### config.mk
export PLATFORM = sky130hd
export DESIGN_NAME = riscv_axi_rd_responder
export DESIGN_NICKNAME = d
export VERILOG_FILES = /design/src/rtl/axi4_pkg.sv /design/src/rtl/riscv_pkg.sv /design/src/rtl/riscv_axi_burst_addr.sv /design/src/rtl/riscv_axi_rd_responder.sv
export SDC_FILE = /design/constraint.sdc
export NUM_CORES = 1
export LEC_CHECK = 0
export ABC_AREA = 0
export CELL_PAD_IN_SITES_DETAIL_PLACEMENT = 2
export CELL_PAD_IN_SITES_GLOBAL_PLACEMENT = 2
export CORE_MARGIN = 4
export CORE_UTILIZATION = 37
export CTS_CLUSTER_SIZE = 24
export DETAILED_ROUTE_END_ITERATION = 16
export GPL_ROUTABILITY_DRIVEN = 0
export PLACE_DENSITY = 0.92
export REMOVE_ABC_BUFFERS = 1
export SLEW_MARGIN = 10
export SYNTH_ARGS = -nofsm -noshare
export SYNTH_HDL_FRONTEND = slang
export SYNTH_SLANG_ARGS = --single-unit
### constraint.sdc
create_clock -name clock -period 11.61 [get_ports clock]
set_clock_uncertainty 0.2 [all_clocks]
set_input_delay 1.7415 -clock clock [delete_from_list [all_inputs] [get_ports clock]]
set_output_delay 1.7415 -clock clock [all_outputs]
set_load 0.005 [all_outputs]
### src/rtl/axi4_pkg.sv
// rtl/axi4_pkg.sv - AXI4 read-channel field bundles, burst types and response codes
package axi4_pkg;
  localparam int AXI_ID_W = 4;

  typedef enum logic [1:0] {
    AXI_BURST_FIXED = 2'd0,
    AXI_BURST_INCR  = 2'd1,
    AXI_BURST_WRAP  = 2'd2
  } axi_burst_t;

  localparam logic [1:0] AXI_RESP_OKAY   = 2'd0;
  localparam logic [1:0] AXI_RESP_EXOKAY = 2'd1;
  localparam logic [1:0] AXI_RESP_SLVERR = 2'd2;
  localparam logic [1:0] AXI_RESP_DECERR = 2'd3;

  typedef struct packed {
    logic                arvalid;
    logic [AXI_ID_W-1:0] arid;
    logic [31:0]         araddr;
    logic [7:0]          arlen;
    logic [2:0]          arsize;
    logic [1:0]          arburst;
  } ar_m;

  typedef struct packed {
    logic rready;
  } r_m;

  typedef struct packed {
    logic arready;
  } ar_s;

  typedef struct packed {
    logic                rvalid;
    logic [AXI_ID_W-1:0] rid;
    logic [31:0]         rdata;
    logic [1:0]          rresp;
    logic                rlast;
  } r_s;
endpackage

### src/rtl/riscv_pkg.sv
// rtl/riscv_pkg.sv - shared RISC-V subsystem types: read responder FSM states
package riscv_pkg;
  typedef logic [1:0] rd_rsp_state_t;

  localparam rd_rsp_state_t RD_RSP_IDLE  = 2'd0;
  localparam rd_rsp_state_t RD_RSP_BURST = 2'd1;
  localparam rd_rsp_state_t RD_RSP_DRAIN = 2'd2;
endpackage

### src/rtl/riscv_axi_burst_addr.sv
// rtl/riscv_axi_burst_addr.sv - combinational AXI4 next-beat address for FIXED/INCR/WRAP bursts
module riscv_axi_burst_addr
  import axi4_pkg::*;
(
  input  logic [31:0] i_addr,
  input  logic [7:0]  i_len,
  input  logic [2:0]  i_size,
  input  logic [1:0]  i_burst,
  output logic [31:0] o_next_addr
);
  logic [31:0] w_step;
  logic [31:0] w_bound;
  logic [31:0] w_base;
  logic [31:0] w_incr;

  assign w_step  = 32'd1 << i_size;
  // Wrap window is (len+1) beats wide; legal WRAP lengths make it a power of two.
  assign w_bound = ({24'd0, i_len} + 32'd1) << i_size;
  assign w_base  = i_addr & ~(w_bound - 32'd1);
  assign w_incr  = i_addr + w_step;

  always_comb begin
    o_next_addr = w_incr;
    case (i_burst)
      AXI_BURST_FIXED: o_next_addr = i_addr;
      AXI_BURST_WRAP:  if (w_incr == w_base + w_bound) o_next_addr = w_base;
      default:         o_next_addr = w_incr;
    endcase
  end
endmodule

### src/rtl/riscv_axi_rd_responder.sv
// rtl/riscv_axi_rd_responder.sv - AXI4 AR/R slave over a 1-cycle synchronous read memory
// Optional: RISCV_AXI_RD_UNALIGNED_ERR_EN turns unaligned araddr into an all-SLVERR burst.
module riscv_axi_rd_responder
  import axi4_pkg::*;
  import riscv_pkg::*;
#(
  parameter logic [31:0] BASE_ADDR  = 32'h0000_0000,
  parameter logic [31:0] SIZE_BYTES = 32'h0001_0000,
  parameter int          MEM_AW     = 14
) (
  input  logic              clock,
  input  logic              reset,
  input  ar_m               AXI_AR_M,
  input  r_m                AXI_R_M,
  output ar_s               AXI_AR_S,
  output r_s                AXI_R_S,
  output logic              mem_rd_en,
  output logic [MEM_AW-1:0] mem_rd_addr,
  input  logic [31:0]       mem_rd_data
);
  rd_rsp_state_t       r_state;
  logic [AXI_ID_W-1:0] r_id;
  logic [31:0]         r_addr;
  logic [7:0]          r_len;
  logic [7:0]          r_beats_left;
  logic [2:0]          r_size;
  logic [1:0]          r_burst;
  logic                r_burst_err;

  logic [31:0] r_fdata [2];
  logic [1:0]  r_fresp [2];
  logic        r_flast [2];
  logic        r_fpend [2];
  logic        r_wptr;
  logic        r_rptr;
  logic [1:0]  r_count;

  logic        w_ar_hs;
  logic [31:0] w_ar_mask;
  logic        w_ar_bad;
  logic        w_ar_err;
  logic [31:0] w_ar_addr;
  logic        w_issue;
  logic        w_pop;
  logic [31:0] w_rel;
  logic        w_in_range;
  logic [1:0]  w_beat_resp;
  logic [31:0] w_next_addr;

  assign w_ar_hs   = (r_state == RD_RSP_IDLE) && AXI_AR_M.arvalid;
  assign w_ar_mask = (32'd1 << AXI_AR_M.arsize) - 32'd1;
  assign w_ar_bad  = (AXI_AR_M.arsize > 3'd2) || (AXI_AR_M.arburst == 2'd3) ||
                     ((AXI_AR_M.arburst == AXI_BURST_WRAP) &&
                      !(AXI_AR_M.arlen inside {8'd1, 8'd3, 8'd7, 8'd15}));

`ifdef RISCV_AXI_RD_UNALIGNED_ERR_EN
  assign w_ar_err  = w_ar_bad || ((AXI_AR_M.araddr & w_ar_mask) != 32'd0);
  assign w_ar_addr = AXI_AR_M.araddr;
`else
  assign w_ar_err  = w_ar_bad;
  assign w_ar_addr = AXI_AR_M.araddr & ~w_ar_mask;
`endif

  // A slot is reserved at issue time, so occupancy already counts the in-flight read.
  assign w_issue     = (r_state == RD_RSP_BURST) && (r_count != 2'd2);
  assign w_pop       = (r_count != 2'd0) && AXI_R_M.rready;
  assign w_rel       = r_addr - BASE_ADDR;
  assign w_in_range  = w_rel < SIZE_BYTES;
  assign w_beat_resp = r_burst_err ? AXI_RESP_SLVERR :
                       (!w_in_range ? AXI_RESP_DECERR : AXI_RESP_OKAY);

  assign mem_rd_en   = w_issue && (w_beat_resp == AXI_RESP_OKAY);
  assign mem_rd_addr = w_rel[MEM_AW+1:2];

  riscv_axi_burst_addr u_burst_addr (
    .i_addr      (r_addr),
    .i_len       (r_len),
    .i_size      (r_size),
    .i_burst     (r_burst),
    .o_next_addr (w_next_addr)
  );

  always_ff @(posedge clock or posedge reset) begin
    if (reset) begin
      r_state      <= RD_RSP_IDLE;
      r_id         <= '0;
      r_addr       <= '0;
      r_len        <= '0;
      r_beats_left <= '0;
      r_size       <= '0;
      r_burst      <= '0;
      r_burst_err  <= 1'b0;
    end else begin
      case (r_state)
        RD_RSP_IDLE: if (w_ar_hs) begin
          r_id         <= AXI_AR_M.arid;
          r_addr       <= w_ar_addr;
          r_len        <= AXI_AR_M.arlen;
          r_beats_left <= AXI_AR_M.arlen;
          r_size       <= AXI_AR_M.arsize;
          r_burst      <= AXI_AR_M.arburst;
          r_burst_err  <= w_ar_err;
          r_state      <= RD_RSP_BURST;
        end
        RD_RSP_BURST: if (w_issue) begin
          r_addr <= w_next_addr;
          if (r_beats_left == 8'd0) r_state <= RD_RSP_DRAIN;
          else r_beats_left <= r_beats_left - 8'd1;
        end
        RD_RSP_DRAIN: if (w_pop && r_flast[r_rptr]) r_state <= RD_RSP_IDLE;
        default: r_state <= RD_RSP_IDLE;
      endcase
    end
  end

  // An entry pushed with a memory read captures mem_rd_data one cycle later; until
  // then the R path bypasses the memory output so rvalid appears two cycles after AR.
  always_ff @(posedge clock or posedge reset) begin
    if (reset) begin
      for (int i = 0; i < 2; i++) begin
        r_fdata[i] <= '0;
        r_fresp[i] <= AXI_RESP_OKAY;
        r_flast[i] <= 1'b0;
        r_fpend[i] <= 1'b0;
      end
      r_wptr  <= 1'b0;
      r_rptr  <= 1'b0;
      r_count <= 2'd0;
    end else begin
      for (int i = 0; i < 2; i++) begin
        if (r_fpend[i]) begin
          r_fdata[i] <= mem_rd_data;
          r_fpend[i] <= 1'b0;
        end
      end
      if (w_issue) begin
        r_fdata[r_wptr] <= '0;
        r_fresp[r_wptr] <= w_beat_resp;
        r_flast[r_wptr] <= (r_beats_left == 8'd0);
        r_fpend[r_wptr] <= mem_rd_en;
        r_wptr          <= ~r_wptr;
      end
      if (w_pop) r_rptr <= ~r_rptr;
      r_count <= r_count + {1'b0, w_issue} - {1'b0, w_pop};
    end
  end

  assign AXI_AR_S.arready = (r_state == RD_RSP_IDLE);

  always_comb begin
    AXI_R_S        = '0;
    AXI_R_S.rvalid = (r_count != 2'd0);
    AXI_R_S.rid    = r_id;
    AXI_R_S.rdata  = r_fpend[r_rptr] ? mem_rd_data : r_fdata[r_rptr];
    AXI_R_S.rresp  = r_fresp[r_rptr];
    AXI_R_S.rlast  = r_flast[r_rptr];
  end
endmodule

# Word level (Yosys, flattened, before mapping)
# Cells that the tools add are included.
classes:
  add_sub_neg: 8
  magnitude_cmp: 5
  eq_ne: 17
  shift: 3
  mux: 41
  bitwise: 11
  n_reduce_logical: 21
op_table:
  columns: ["op", "n"]
  rows:
  - ["32-bit two-way mux", 10]
  - ["32-bit one-hot mux with 2 select lines", 2]
  - ["32-bit adder", 2]
  - ["32-bit AND", 2]
  - ["64-bit AND", 1]
  - ["64-bit two-way mux", 1]
  - ["32-bit inverter", 2]
  - ["64-bit inverter", 1]
  - ["1-bit by 3-bit left shift with 32-bit output (first input constant)", 2]
  - ["32-bit by 1-bit subtractor with 32-bit output (second input constant)", 2]
  - ["32-bit demux with 1-bit select", 1]
  - ["32-bit == test", 1]
  - ["32-bit by 17-bit < comparator with 1-bit output (second input constant)", 1]
  - ["32-bit by 3-bit left shift with 32-bit output", 1]
  - ["8-bit two-way mux", 3]
  - ["2-bit two-way mux", 11]
  - ["8-bit one-hot mux with 2 select lines", 1]
  - ["4-bit AND reduction", 3]
  - ["2-bit inequality test (second input constant)", 5]
  - ["8-bit by 1-bit adder with 9-bit output (second input constant)", 1]
  - ["2-bit == test (second input constant)", 4]
  - ["8-bit by 1-bit == test with 1-bit output (second input constant)", 1]
  - ["8-bit by 2-bit == test with 1-bit output (second input constant)", 1]
  - ["8-bit by 3-bit == test with 1-bit output (second input constant)", 1]
  - ["26 further kinds", 46]
totals:
  reg_bits: 136
  in_bits: 85
  out_inout_bits: 56
  elab_cells: 125

# Depth between registers and ports, before layout
# Gate-level depths: netlist of run 1.
depth:
  depth_word: 11
  depth_mapped: 31
  mapped_depth_nobuf: 26

# Cells and area by module
# Synthesis of run 1 repeated with hierarchy kept, for this count alone.
hier_totals:
  cells_unflattened: 1550
  area_unflattened_um2: 12311.8
modules_own_cells:
  columns: ["mod", "n_inst", "cells_per_inst", "area_per_inst_um2", "seq_area_each_um2"]
  rows:
  - ["riscv_axi_rd_responder", 1, 680, 6749.0, 3403.3]
  - ["riscv_axi_burst_addr", 1, 870, 5562.8, 0.0]

# Least setup slack after synthesis of run 1
# Ideal clock, no wire load.
synth_timing:
  path_kind: "register to register"
  from: "reg r_size[2]"
  to: "reg r_addr[18]"
  setup_ns: 0.082
  t_arrival_ns: 6.235
  required_time_ns: 11.328
  path_slack_ns: 5.093
  path_stages_with_launch: 31
  n_path_buf: 5
  synth_period_minus_slack_ns: 6.517
  cell_sequence: "dfrtp_1 buf_2 buf_1 clkbuf_1 nor4_2 inv_1 ha_1 o211ai_1 nor3_1 nand2_1 nor3_1 xnor2_1 and2_1 ha_1 clkbuf_1 a21o_1 a21o_1 a2111o_1 a31oi_1 a21oi_1 o21bai_1 o21bai_1 or2_2 mux2i_1 xor2_1 or4b_4 nor2_8 buf_6 mux2i_1 a21oi_1 a31oi_1"
synth_via:
  elab_chain_len: 10
  word_cells_on_any_way: 12
  cone_classes: "add/sub (3); eq/ne (1); shift (2); mux (4); bitwise (2)"
synth_rtl:
  columns: ["element", "line", "text"]
  rows:
  - ["from (decl)", "riscv_axi_rd_responder.sv:26", "logic [2:0] r_size;"]
  - ["from (signal assigned)", "riscv_axi_rd_responder.sv:100", "r_size <= AXI_AR_M.arsize;"]
  - ["32-bit by 3-bit left shift with 32-bit output", "riscv_axi_burst_addr.sv:18", "assign w_bound = ({24'd0, i_len} + 32'd1) << i_size;"]
  - ["32-bit by 1-bit subtractor with 32-bit output", "riscv_axi_burst_addr.sv:19", "assign w_base = i_addr & ~(w_bound - 32'd1);"]
  - ["32-bit inverter", "riscv_axi_burst_addr.sv:19", null]
  - ["32-bit AND", "riscv_axi_burst_addr.sv:19", null]
  - ["32-bit adder", "riscv_axi_burst_addr.sv:26", "AXI_BURST_WRAP: if (w_incr == w_base + w_bound) o_next_addr = w_base;"]
  - ["32-bit == test", "riscv_axi_burst_addr.sv:26", null]
  - ["32-bit two-way mux", "riscv_axi_burst_addr.sv:26", null]
  - ["32-bit one-hot mux with 2 select lines (*)", "riscv_axi_burst_addr.sv:24", "case (i_burst)"]
  - ["32-bit two-way mux (*)", "riscv_axi_rd_responder.sv:105", "RD_RSP_BURST: if (w_issue) begin"]
  - ["32-bit one-hot mux with 2 select lines (*)", "riscv_axi_rd_responder.sv:94", "case (r_state)"]
  - ["to (signal assigned)", "riscv_axi_rd_responder.sv:97", "r_addr <= w_ar_addr;"]
  - ["to (signal assigned)", "riscv_axi_rd_responder.sv:106", "r_addr <= w_next_addr;"]
  - ["to (decl)", "riscv_axi_rd_responder.sv:23", "logic [31:0] r_addr;"]
# Every way passes the cells marked *; elsewhere a longest branch is shown, timed or not. The select of a mux whose other input is x is not followed.
# A chain may end at the register's enable or synchronous reset.

# Worst setup path in the final report of run 1
layout_timing:
  from: "reg r_len[0]"
  to: "reg r_addr[25]"
layout_via:
  elab_chain_len: 11
layout_rtl:
  columns: ["element", "line", "text"]
  rows:
  - ["from (decl)", "riscv_axi_rd_responder.sv:24", "logic [7:0] r_len;"]
  - ["from (signal assigned)", "riscv_axi_rd_responder.sv:98", "r_len <= AXI_AR_M.arlen;"]
  - ["8-bit by 1-bit adder with 9-bit output (*)", "riscv_axi_burst_addr.sv:18", null]
  - ["32-bit by 3-bit left shift with 32-bit output (*)", "riscv_axi_burst_addr.sv:18", null]
  - ["32-bit by 1-bit subtractor with 32-bit output", "riscv_axi_burst_addr.sv:19", null]
  - ["32-bit inverter", "riscv_axi_burst_addr.sv:19", null]
  - ["32-bit AND", "riscv_axi_burst_addr.sv:19", null]
  - ["32-bit adder", "riscv_axi_burst_addr.sv:26", null]
  - ["32-bit == test", "riscv_axi_burst_addr.sv:26", null]
  - ["32-bit two-way mux (*)", "riscv_axi_burst_addr.sv:26", null]
  - ["32-bit one-hot mux with 2 select lines (*)", "riscv_axi_burst_addr.sv:24", null]
  - ["32-bit two-way mux (*)", "riscv_axi_rd_responder.sv:105", null]
  - ["32-bit one-hot mux with 2 select lines (*)", "riscv_axi_rd_responder.sv:94", null]
# Marked as above.

==> results.py, run 1 <==
metrics = {
    "finish": {
        "n_antenna_cell": 0,
        "nets": 1624,
        "multi_input_area_um2": 7520,
        "regArea_um2": 3410,
        "area_growth_pct": 18.7,
        "drive_gt1_share_pct": 6.17,
        "fin_cells": 1919,
        "fill_cells": 3369,
    },
    "route": {
        "initialDrtViolationCount": 1113,
        "drtAntennaViolNets": 0,
        "wirelength_mm": 51.8,
        "wire_per_inst_um": 27.0,
        "via_per_inst": 6.37,
        "remaining_drc_errors": 0,
        "firstDrtPassIters": 6,
        "vias": 12220,
    },
    "floorplanning": {
        "die_w_um": 185,
        "die_h_um": 185,
        "rows": 64,
        "die_area_um2": 34200,
        "initial_utilization_pct": 37.7,
        "coreArea_um2": 30700,
        "io_pins": 141,
    },
    "critical_path": {
        "cpPeakStageDelay_ns": 0.79,
        "path_buf_inv": 2,
        "rrSetupSlack_ns": 2.30,
        "r2r_end": "r_addr[25]",
        "path_delay_family": "simple AND/OR/NAND/NOR gates",
        "worstPathCellList": "ha_1 > and3_1 > xnor2_1 > a221oi_1 > o31ai_1 > o2111ai_1 > or3_1 > nor3_1 > ha_1 > nand2_1 > inv_1 > ha_1 > inv_1 > or4_1 > nor4_1 > o21bai_1 > o41ai_2 > xor2_1 > nand2_1 > or4b_4 > nor2_8 > mux2_2 > nand2_1 > a31oi_1",
        "cp_max_fo": 53,
        "crit_slowest_cell": "o31ai_1",
        "path_class": "reg2reg",
        "crit_required_ns": 11.68,
        "start_kind": "register",
        "cp-end-kind": "register",
        "crit_cells": 24,
        "reg2reg_depth": 24,
        "arrival_ns": 9.38,
        "r2r_start": "r_len[0]",
    },
    "global_route": {
        "antenna_found_initial": 1,
        "grt_pass1_wl_mm": 80.3,
        "top_usage_layer": "met2",
        "grt_pass1_vias": 13437,
        "grt-ovfl-total": 0,
        "use_met2_pct": 51.4,
        "grt_usage_pct": 30.0,
        "met3_usage_pct": 6.85,
        "met1_usage_pct": 36.8,
        "grt_max_degree": 70,
    },
    "min_path": {
        "hold_path.startpoint": "r_id[3]",
        "whs_path_depth": 2,
        "worstHoldEndpoint": "r_id[3]",
        "hp-class": "reg2reg",
    },
    "clock_network": {
        "htreeDepth": 4,
        "cts_sinks": 136,
        "cts_setup_buffers": 0,
        "clk-insertion-delay-late_ns": 0.46,
        "clkSlewWorstSetupHoldPaths_ns": 0.08,
        "holdBufCountCts": 0,
        "cts_resized": 0,
        "cts-root-buf": "clkbuf_16",
        "tritoncts": "yes",
        "cts_buffers": 17,
        "cts.path.max_buffers": 2,
    },
    "synth": {
        "yosys-top-cells-count": "197 x nor2_1, 136 x dfrtp_1, 134 x nand2_1",
        "synth-async-reset-ratio_pct": 100,
        "syn-cell-area_um2": 11600,
        "netlist.area_leader.share_pct": 29.4,
        "synth_most_common_cell": "nor2_1",
        "syn_inst": 1448,
        "yosysSeqAreaShare_pct": 29.4,
        "synth_flop_cell": "dfrtp_1",
        "ys_seq_elements": 136,
        "synth_warnings": 0,
        "synth_area_leader_cell": "dfrtp_1",
        "syn_area_per_cell_um2": 8.00,
        "synthTopCellsByArea": "dfrtp_1 29%, mux2i_1 11%, nor2_1 6.4%",
        "yosysUniqueCellTypes": 89,
        "synth-edff-count": 0,
    },
    "place": {
        "dp_hpwl_mm": 35.2,
        "io_buffers": 140,
        "dp.cells": 1887,
    },
    "sta": {
        "drv_slew": 0,
        "max_freq_mhz": 107,
        "worst_pin_slew_ns": 1.14,
        "finalSetupViolCount": 0,
        "timing.final.crit_share_pct": 80.2,
        "max-slew-margin-rel_pct": 23.7,
        "fin_crit_ns": 9.31,
        "rsz0062_at_grt": "false",
        "hold_violations": 0,
        "setup_tns_ns": 0,
    },
    "job": {
        "maxCapViolCount": 0,
    },
    "pwr": {
        "leakagePower_nw": 5.58,
        "peakVddDrop_v": 0.000134,
        "power.density_nw_per_um2": 299,
    },
    "run_status": {
        "status": "complete, no violations",
    },
}
-- metal layers --
metal,wire length (um),vias up
met2,25400,508
met3,3280,128
met4,1880,2
li1,-,5334
met1,21200,6248
met5,11,-
-- worst register-to-register path, cell delays in order (launching register included) --
cell and delay [ns]:
dfrtp_1 0.75, ha_1 0.60, and3_1 0.33, xnor2_1 0.26, a221oi_1 0.23, o31ai_1 0.79, o2111ai_1 0.36, or3_1 0.52
nor3_1 0.26, ha_1 0.28, nand2_1 0.10, inv_1 0.05, ha_1 0.28, inv_1 0.11, or4_1 0.57, nor4_1 0.31
o21bai_1 0.26, o41ai_2 0.56, xor2_1 0.21, nand2_1 0.11, or4b_4 0.58, nor2_8 0.77, mux2_2 0.44, nand2_1 0.07
a31oi_1 0.11
-- kinds of logic (layout without fill, tap and decap cells) --
group	after synthesis	in the layout	synth area share (%)
AOI/OAI and AO/OA	352	352	20.1
adders and majority gates	29	29	3.20
and+or+nand+nor	582	582	24.8
muxes	132	132	11.5
buffers and inverters	151	226	5.93
DFF	136	136	29.4
xor gates and xnor gates	66	66	5.06
-- how the worst max path moves through the flow --
stage,endpoint,startpoint,slack [ns]
after floorplan,r_addr[25],r_len[0],4.55
after global placement,r_addr[21],r_len[0],3.64
after detailed placement,r_addr[25],r_len[0],3.08
after CTS,r_addr[25],r_len[0],2.53
after global routing,r_addr[16],r_len[0],2.06
final,r_addr[25],r_len[0],2.30
-- sequential cells by signal (all words and copies together), names as in the netlist --
signal        count
r_count           2
r_size            3
r_flast           2
r_burst_err       1
r_fpend           2
r_wptr            1
r_state           2
r_beats_left      8
r_addr           32
r_rptr            1
r_fdata          64
r_burst           2
r_fresp           4
r_len             8
r_id              4
-- through the flow --
stage	hold slack (ns)	utilization (%)	setup WS [ns]	power, mW	cell area (um^2)
after floorplan	0.240	-	4.55	2.42	11000
after global placement	0.256	42.6	3.64	3.16	13100
after detailed placement	0.275	42.6	3.08	3.33	13100
after CTS	0.297	44.7	2.53	4.05	13700
after global routing	0.329	44.7	2.06	4.36	13700
final	0.302	44.7	2.30	4.11	13700
-- area by class of cell --
type	count	area share (%)
multi-input cells	1161	54.7
flip-flops and latches	136	24.8
repair buffers	156	11.1
well taps	396	3.61
clock buffers	17	3.10
clock inverters	15	1.62
inverters	38	1.07
-- layout by cell type, fill, tap and decap left out, types with 7 or more instances in the layout --
cell type	synthesis	final
nor2_1	197	195
clkdlybuf4s50_1	0	140
nand2_1	134	134
dfrtp_1	136	133
mux2i_1	124	123
a21oi_1	109	108
o21ai_0	61	61
xnor2_1	48	48
inv_1	37	36
nand3_1	34	34
nor3_1	33	32
ha_1	28	28
and3_1	24	24
and2_1	21	21
or3_1	21	21
a31oi_1	19	19
xor2_1	17	17
clkbuf_16	0	17
nand2b_1	16	16
buf_4	18	16
a21o_1	15	15
nand4_1	14	14
nor3b_1	14	14
nor2b_1	13	13
o211ai_1	13	13
nor4_1	12	12
o31ai_1	12	12
a211oi_1	12	12
or2_2	11	11
o21ai_1	11	11
nand3b_1	9	9
o22ai_1	8	8
mux2_2	7	7
a22oi_1	7	7
a221oi_1	7	7
a311oi_1	7	7
-- where the power goes --
| part | internal (mW) | switching, mW |
|---|---|---|
| registers | 0.584 | 0.282 |
| logic | 0.906 | 1.71 |
| clock network | 0.352 | 0.278 |
Note: power is estimated with default switching activity, not from simulation.
==> inputs of run 2 (changes only) <==
Settings changed: CORE_UTILIZATION 37 to 31, PLACE_DENSITY 0.92 to 0.83.
Clock period 11.61 ns to 8.2 ns, I/O delays scaled along.
==> run 2 against run 1 <==
Effect of this change: via count shrank 4.4%; utilization shrank 6.8 points; hold slack lost 0.019 ns; non-clock buffer count grew 8; sequential power grew 34%; largest cell class unchanged.
==> results.py, run 2 (synthesis results as in run 1) <==
metrics = {
    "sta": {
        "max_freq_mhz": 130,
        "fin_crit_ns": 7.67,
        "holdWs_ns": 0.282,
        "worst_pin_slew_ns": 1.13,
        "setup_tns_ns": 0,
        "rsz0062_at_grt": "false",
        "finalSetupViolCount": 0,
        "max-slew-margin-rel_pct": 24.7,
        "hold_violations": 0,
        "timing.final.crit_share_pct": 93.5,
        "drv_slew": 0,
    },
    "route": {
        "firstDrtPassIters": 5,
        "remaining_drc_errors": 0,
        "vias": 11688,
        "wirelength_mm": 47.8,
        "initialDrtViolationCount": 779,
        "drtAntennaViolNets": 0,
        "wire_per_inst_um": 23.9,
        "via_per_inst": 5.84,
    },
    "clock_network": {
        "cts.path.max_buffers": 2,
        "htreeDepth": 4,
        "clk-insertion-delay-late_ns": 0.46,
        "tritoncts": "yes",
        "cts_sinks": 136,
        "cts-root-buf": "clkbuf_16",
        "holdBufCountCts": 0,
        "cts_resized": 0,
        "clkSlewWorstSetupHoldPaths_ns": 0.07,
        "cts_setup_buffers": 0,
        "cts_buffers": 17,
    },
    "finish": {
        "reg_top3": "r_fdata: 64 flops, r_addr: 32 flops",
        "final_cell_mix": "195 x nor2_1, 140 x clkdlybuf4s50_1, 134 x nand2_1",
        "final_area_um2": 13900,
        "fin_cells": 2000,
        "final_common_cell": "nor2_1",
        "area_growth_pct": 20.2,
        "largest_reg_flops": 64,
        "nets": 1633,
        "n_antenna_cell": 0,
        "drive_gt1_share_pct": 6.92,
        "top_register": "r_fdata",
    },
    "pwr": {
        "peakVddDrop_v": 0.000190,
        "power.density_nw_per_um2": 408,
        "leakagePower_nw": 5.60,
        "p_total_mw": 5.68,
    },
    "floorplanning": {
        "rows": 70,
        "die_area_um2": 40500,
        "die_h_um": 201,
        "die_w_um": 201,
        "initial_utilization_pct": 31.6,
        "io_pins": 141,
        "coreArea_um2": 36700,
    },
    "critical_path": {
        "crit_slowest_cell": "nor2_8",
        "arrival_ns": 7.85,
        "cp-end-kind": "register",
        "path_delay_family": "simple AND/OR/NAND/NOR gates",
        "cp_max_fo": 19,
        "path_buf_inv": 1,
        "cpPeakStageDelay_ns": 0.51,
        "cpMostUsedCell": "ha_1",
        "path_class": "reg2reg",
        "start_kind": "register",
        "crit_required_ns": 8.39,
    },
    "global_route": {
        "grt-ovfl-total": 0,
        "antenna_found_initial": 1,
        "grt_usage_pct": 23.1,
        "grt_pass1_vias": 12656,
        "grt_max_degree": 70,
        "grt_pass1_wl_mm": 75.1,
    },
    "job": {
        "maxCapViolCount": 0,
    },
    "place": {
        "placed_cell_area_um2": 13300,
        "io_buffers": 140,
        "dp_hpwl_mm": 33.9,
        "dp.cells": 1967,
    },
    "run_status": {
        "status": "complete, no violations",
    },
    "min_path": {
        "hp-class": "reg2reg",
    },
}
==> run 2: path summary, 6_finish.rpt <==
kind                       slack (ns)           to  startpoint  cells past startpoint
hold reg to reg                  0.28      r_id[2]     r_id[2]                      2
min in group asynchronous        1.03  r_fdata[14]       reset                      2
max in group asynchronous        5.25    r_size[0]       reset                      3
hold / removal                   0.28      r_id[2]     r_id[2]                      2
setup / recovery                 0.53   r_addr[19]    r_len[1]                     26
setup reg to reg                 0.53   r_addr[19]    r_len[1]                     26
==> run 2: per-stage QoR <==
| step | util [%] | worst slack, ns |
|---|---|---|
| 3_3_place_gp | 36.1 | 0.626 |
| 3_5_place_dp | 36.1 | 0.252 |
| 6_report | 37.9 | 0.534 |
| 5_1_grt | 37.9 | 0.0234 |
| 4_1_cts | 37.8 | 0.231 |
| 2_1_floorplan | - | 1.14 |
==> run 2: area by class of cell <==
| cell class | count | area (um^2) |
|---|---|---|
| clock buffer | 19 | 433 |
| clock inverter | 13 | 191 |
| fill | 4139 | 22800 |
| inverter | 38 | 148 |
| multi-input combinational | 1162 | 7560 |
| sequential | 136 | 3410 |
| tap | 468 | 586 |
| timing repair buffer | 164 | 1590 |
==> run 2: layer usage <==
metal,vias up,track usage [%],wire length (um)
met3,74,3.76,2010
met4,2,7.06,1210
met5,-,0,13
met2,298,39.8,23300
met1,5962,29.8,21200
li1,5352,-,-
==> run 2: worst reg2reg max path, stage by stage, from the launching register on <==
cell	delay [ns]
dfrtp_1	0.45
ha_1	0.44
nor2b_1	0.20
o21ai_0	0.35
ha_1	0.35
o211ai_1	0.22
nor3_2	0.45
nand2_1	0.13
nor3_1	0.21
xnor2_1	0.11
and2_1	0.18
ha_1	0.39
a21o_1	0.25
a21o_1	0.21
a2111o_1	0.43
a31oi_1	0.27
nor2b_1	0.08
a211oi_1	0.48
xnor2_1	0.22
nand4_1	0.16
nor3_1	0.23
nand4_1	0.39
nor2_8	0.51
buf_12	0.23
mux2i_1	0.22
a21oi_1	0.09
a21oi_1	0.15
==> run 2: report_power, final <==
group	switching [mW]	internal (mW)	total, mW
combinational	2.33	1.31	3.64
sequential	0.329	0.829	1.16
clock	0.368	0.513	0.881
==> inputs of run 3 (changes only) <==
Settings changed: ABC_AREA 0 to 1, CORE_MARGIN 4 to 2, CORE_UTILIZATION 31 to 28, PLACE_DENSITY 0.83 to 0.82.
==> run 3 against run 2 <==
Effect of this change: synthesized cell count rose by 28%; die area rose by 6.1%; combinational power rose by 15%; worst setup slack improved by 1.1 ns; largest cell class unchanged; largest power group unchanged.
==> results.py, run 3 <==
metrics = {
    "run_status": {
        "status": "complete, no violations",
    },
    "finish": {
        "final_area_um2": 13800,
        "nets": 2034,
        "final_cell_mix": "517 x nand2_1, 282 x inv_1, 161 x nand3_1",
        "largest_reg_flops": 64,
        "area_growth_pct": 19.5,
        "final_common_cell": "nand2_1",
        "reg_top3": "r_fdata: 64 flops, r_addr: 32 flops",
        "n_antenna_cell": 0,
        "drive_gt1_share_pct": 5.38,
        "top_register": "r_fdata",
    },
    "global_route": {
        "grt_max_degree": 77,
        "grt_pass1_vias": 14218,
        "grt-ovfl-total": 0,
        "grt_usage_pct": 22.0,
        "grt_pass1_wl_mm": 76.2,
        "antenna_found_initial": 1,
    },
    "critical_path": {
        "cpMostUsedCell": "nand2_1",
        "crit_slowest_cell": "nand3_2",
        "cp_max_fo": 32,
        "start_kind": "register",
        "arrival_ns": 6.76,
        "rrSetupSlack_ns": 1.59,
        "cp-end-kind": "register",
        "path_class": "reg2reg",
        "crit_required_ns": 8.34,
        "cpPeakStageDelay_ns": 0.74,
    },
    "sta": {
        "max-slew-margin-rel_pct": 20.6,
        "rsz0062_at_grt": "false",
        "worst_pin_slew_ns": 1.19,
        "fin_crit_ns": 6.61,
        "setup_tns_ns": 0,
        "max_freq_mhz": 151,
        "worst_slack_ns": 1.59,
        "drv_slew": 0,
        "timing.final.crit_share_pct": 80.6,
        "finalSetupViolCount": 0,
        "hold_violations": 0,
    },
    "synth": {
        "synth_top_family_by_area": "simple AND/OR/NAND/NOR gates",
        "syn_area_per_cell_um2": 6.26,
        "synth-edff-count": 0,
        "syn_inst": 1850,
        "muxShareOfSynthArea_pct": 0,
        "synthTopCellsByArea": "dfrtp_1 29%, nand2_1 17%, inv_1 9.2%",
        "synth-async-reset-ratio_pct": 100,
        "yosysUniqueCellTypes": 49,
        "netlist.area_leader.share_pct": 29.4,
        "synth_warnings": 0,
        "synth_flop_cell": "dfrtp_1",
        "yosys-top-cells-count": "519 x nand2_1, 284 x inv_1, 161 x nand3_1",
        "yosysSeqAreaShare_pct": 29.4,
        "synthAdderAreaFrac_pct": 3.20,
        "synth-xor-area-share_pct": 3.83,
        "synth_most_common_cell": "nand2_1",
        "synth_area_leader_cell": "dfrtp_1",
        "syn-cell-area_um2": 11600,
        "ys_seq_elements": 136,
        "synth-simple-area-share_pct": 35.8,
        "synth_compound_gate_area_share_pct": 13.8,
    },
    "floorplanning": {
        "die_h_um": 207,
        "die_w_um": 207,
        "die_area_um2": 43000,
        "coreArea_um2": 40800,
        "rows": 74,
        "io_pins": 141,
        "initial_utilization_pct": 28.3,
    },
    "place": {
        "dpl_worst_slack_ns": 1.70,
        "dp_hpwl_mm": 34.6,
        "placed_cell_area_um2": 13300,
        "io_buffers": 140,
    },
    "clock_network": {
        "tritoncts": "yes",
        "cts_sinks": 136,
        "cts_setup_buffers": 0,
        "cts-root-buf": "clkbuf_16",
        "clk-insertion-delay-late_ns": 0.45,
        "cts_buffers": 17,
        "cts_resized": 0,
        "cts.path.max_buffers": 2,
        "htreeDepth": 4,
        "clkSlewWorstSetupHoldPaths_ns": 0.07,
        "holdBufCountCts": 0,
    },
    "min_path": {
        "hp-class": "reg2reg",
    },
    "route": {
        "wire_per_inst_um": 18.9,
        "vias": 12712,
        "firstDrtPassIters": 5,
        "drtAntennaViolNets": 0,
        "remaining_drc_errors": 0,
        "via_per_inst": 5.16,
        "wirelength_mm": 46.6,
        "initialDrtViolationCount": 661,
    },
    "job": {
        "maxCapViolCount": 0,
    },
    "pwr": {
        "power.density_nw_per_um2": 441,
        "peakVddDrop_v": 0.000186,
        "leakagePower_nw": 7.11,
    },
}
## run 3: worst paths after layout
check | from | to | depth (start not counted)
hold reg to reg | r_id[1] | r_id[1] | 2
setup / recovery | r_size[1] | r_addr[25] | 32
max in group asynchronous | reset | r_fpend[1] | 3
hold / removal | r_id[1] | r_id[1] | 2
min in group asynchronous | reset | r_fdata[12] | 2
setup reg to reg | r_size[1] | r_addr[25] | 32
## run 3: through the flow
stage               hold WS (ns)  cells  util, %  power (mW)
floorplan                  0.253   1751        -        3.76
global placement           0.266   2433     32.5        5.11
detailed placement         0.270   2433     32.5        5.33
CTS                        0.286   2465     33.9        6.15
global route               0.319   2465     33.9        6.71
finish                     0.282   2465     33.9        6.10
## run 3: where the power goes
group / switching [mW] / internal [mW] / total [mW]
logic: 2.73 / 1.45 / 4.18
registers: 0.301 / 0.843 / 1.14
clock network: 0.348 / 0.429 / 0.777
total: 3.38 / 2.73 / 6.10
## run 3: cell type report
class | count | area [um^2]
clock buffers | 20 | 447
clock inverters | 12 | 115
fillers | 4986 | 27000
inverters | 303 | 1150
multi-input cells | 1312 | 6580
flip-flops and latches | 136 | 3400
well taps | 532 | 666
repair buffers | 150 | 1480
## run 3: worst max-delay path, delay by kind of cell (launching register included)
kind | cells | cell delay (ns)
buffers and inverters | 4 | 0.47
AO/OA/AOI/OAI | 4 | 1.03
adder cells (fa/ha/maj) | 1 | 0.35
flip-flops | 1 | 0.72
AND/OR/NAND/NOR | 23 | 3.71
## run 3: per-layer routing
| metal | wire [um] | GRT usage [%] | share of wire [%] |
|---|---|---|---|
| met5 | 13 | 0 | 0.028 |
| met4 | 1250 | 7.39 | 2.7 |
| met3 | 983 | 2.30 | 2.1 |
| met2 | 23500 | 40.0 | 50 |
| met1 | 20900 | 26.9 | 45 |
## run 3: logic make-up after synthesis
| logic type | after synthesis |
|---|---|
| flip-flops | 136 |
| XOR/XNOR | 49 |
| AND/OR/NAND/NOR | 943 |
| adder cells (fa/ha/maj) | 29 |
| buffers and inverters | 402 |
| AO/OA/AOI/OAI | 291 |
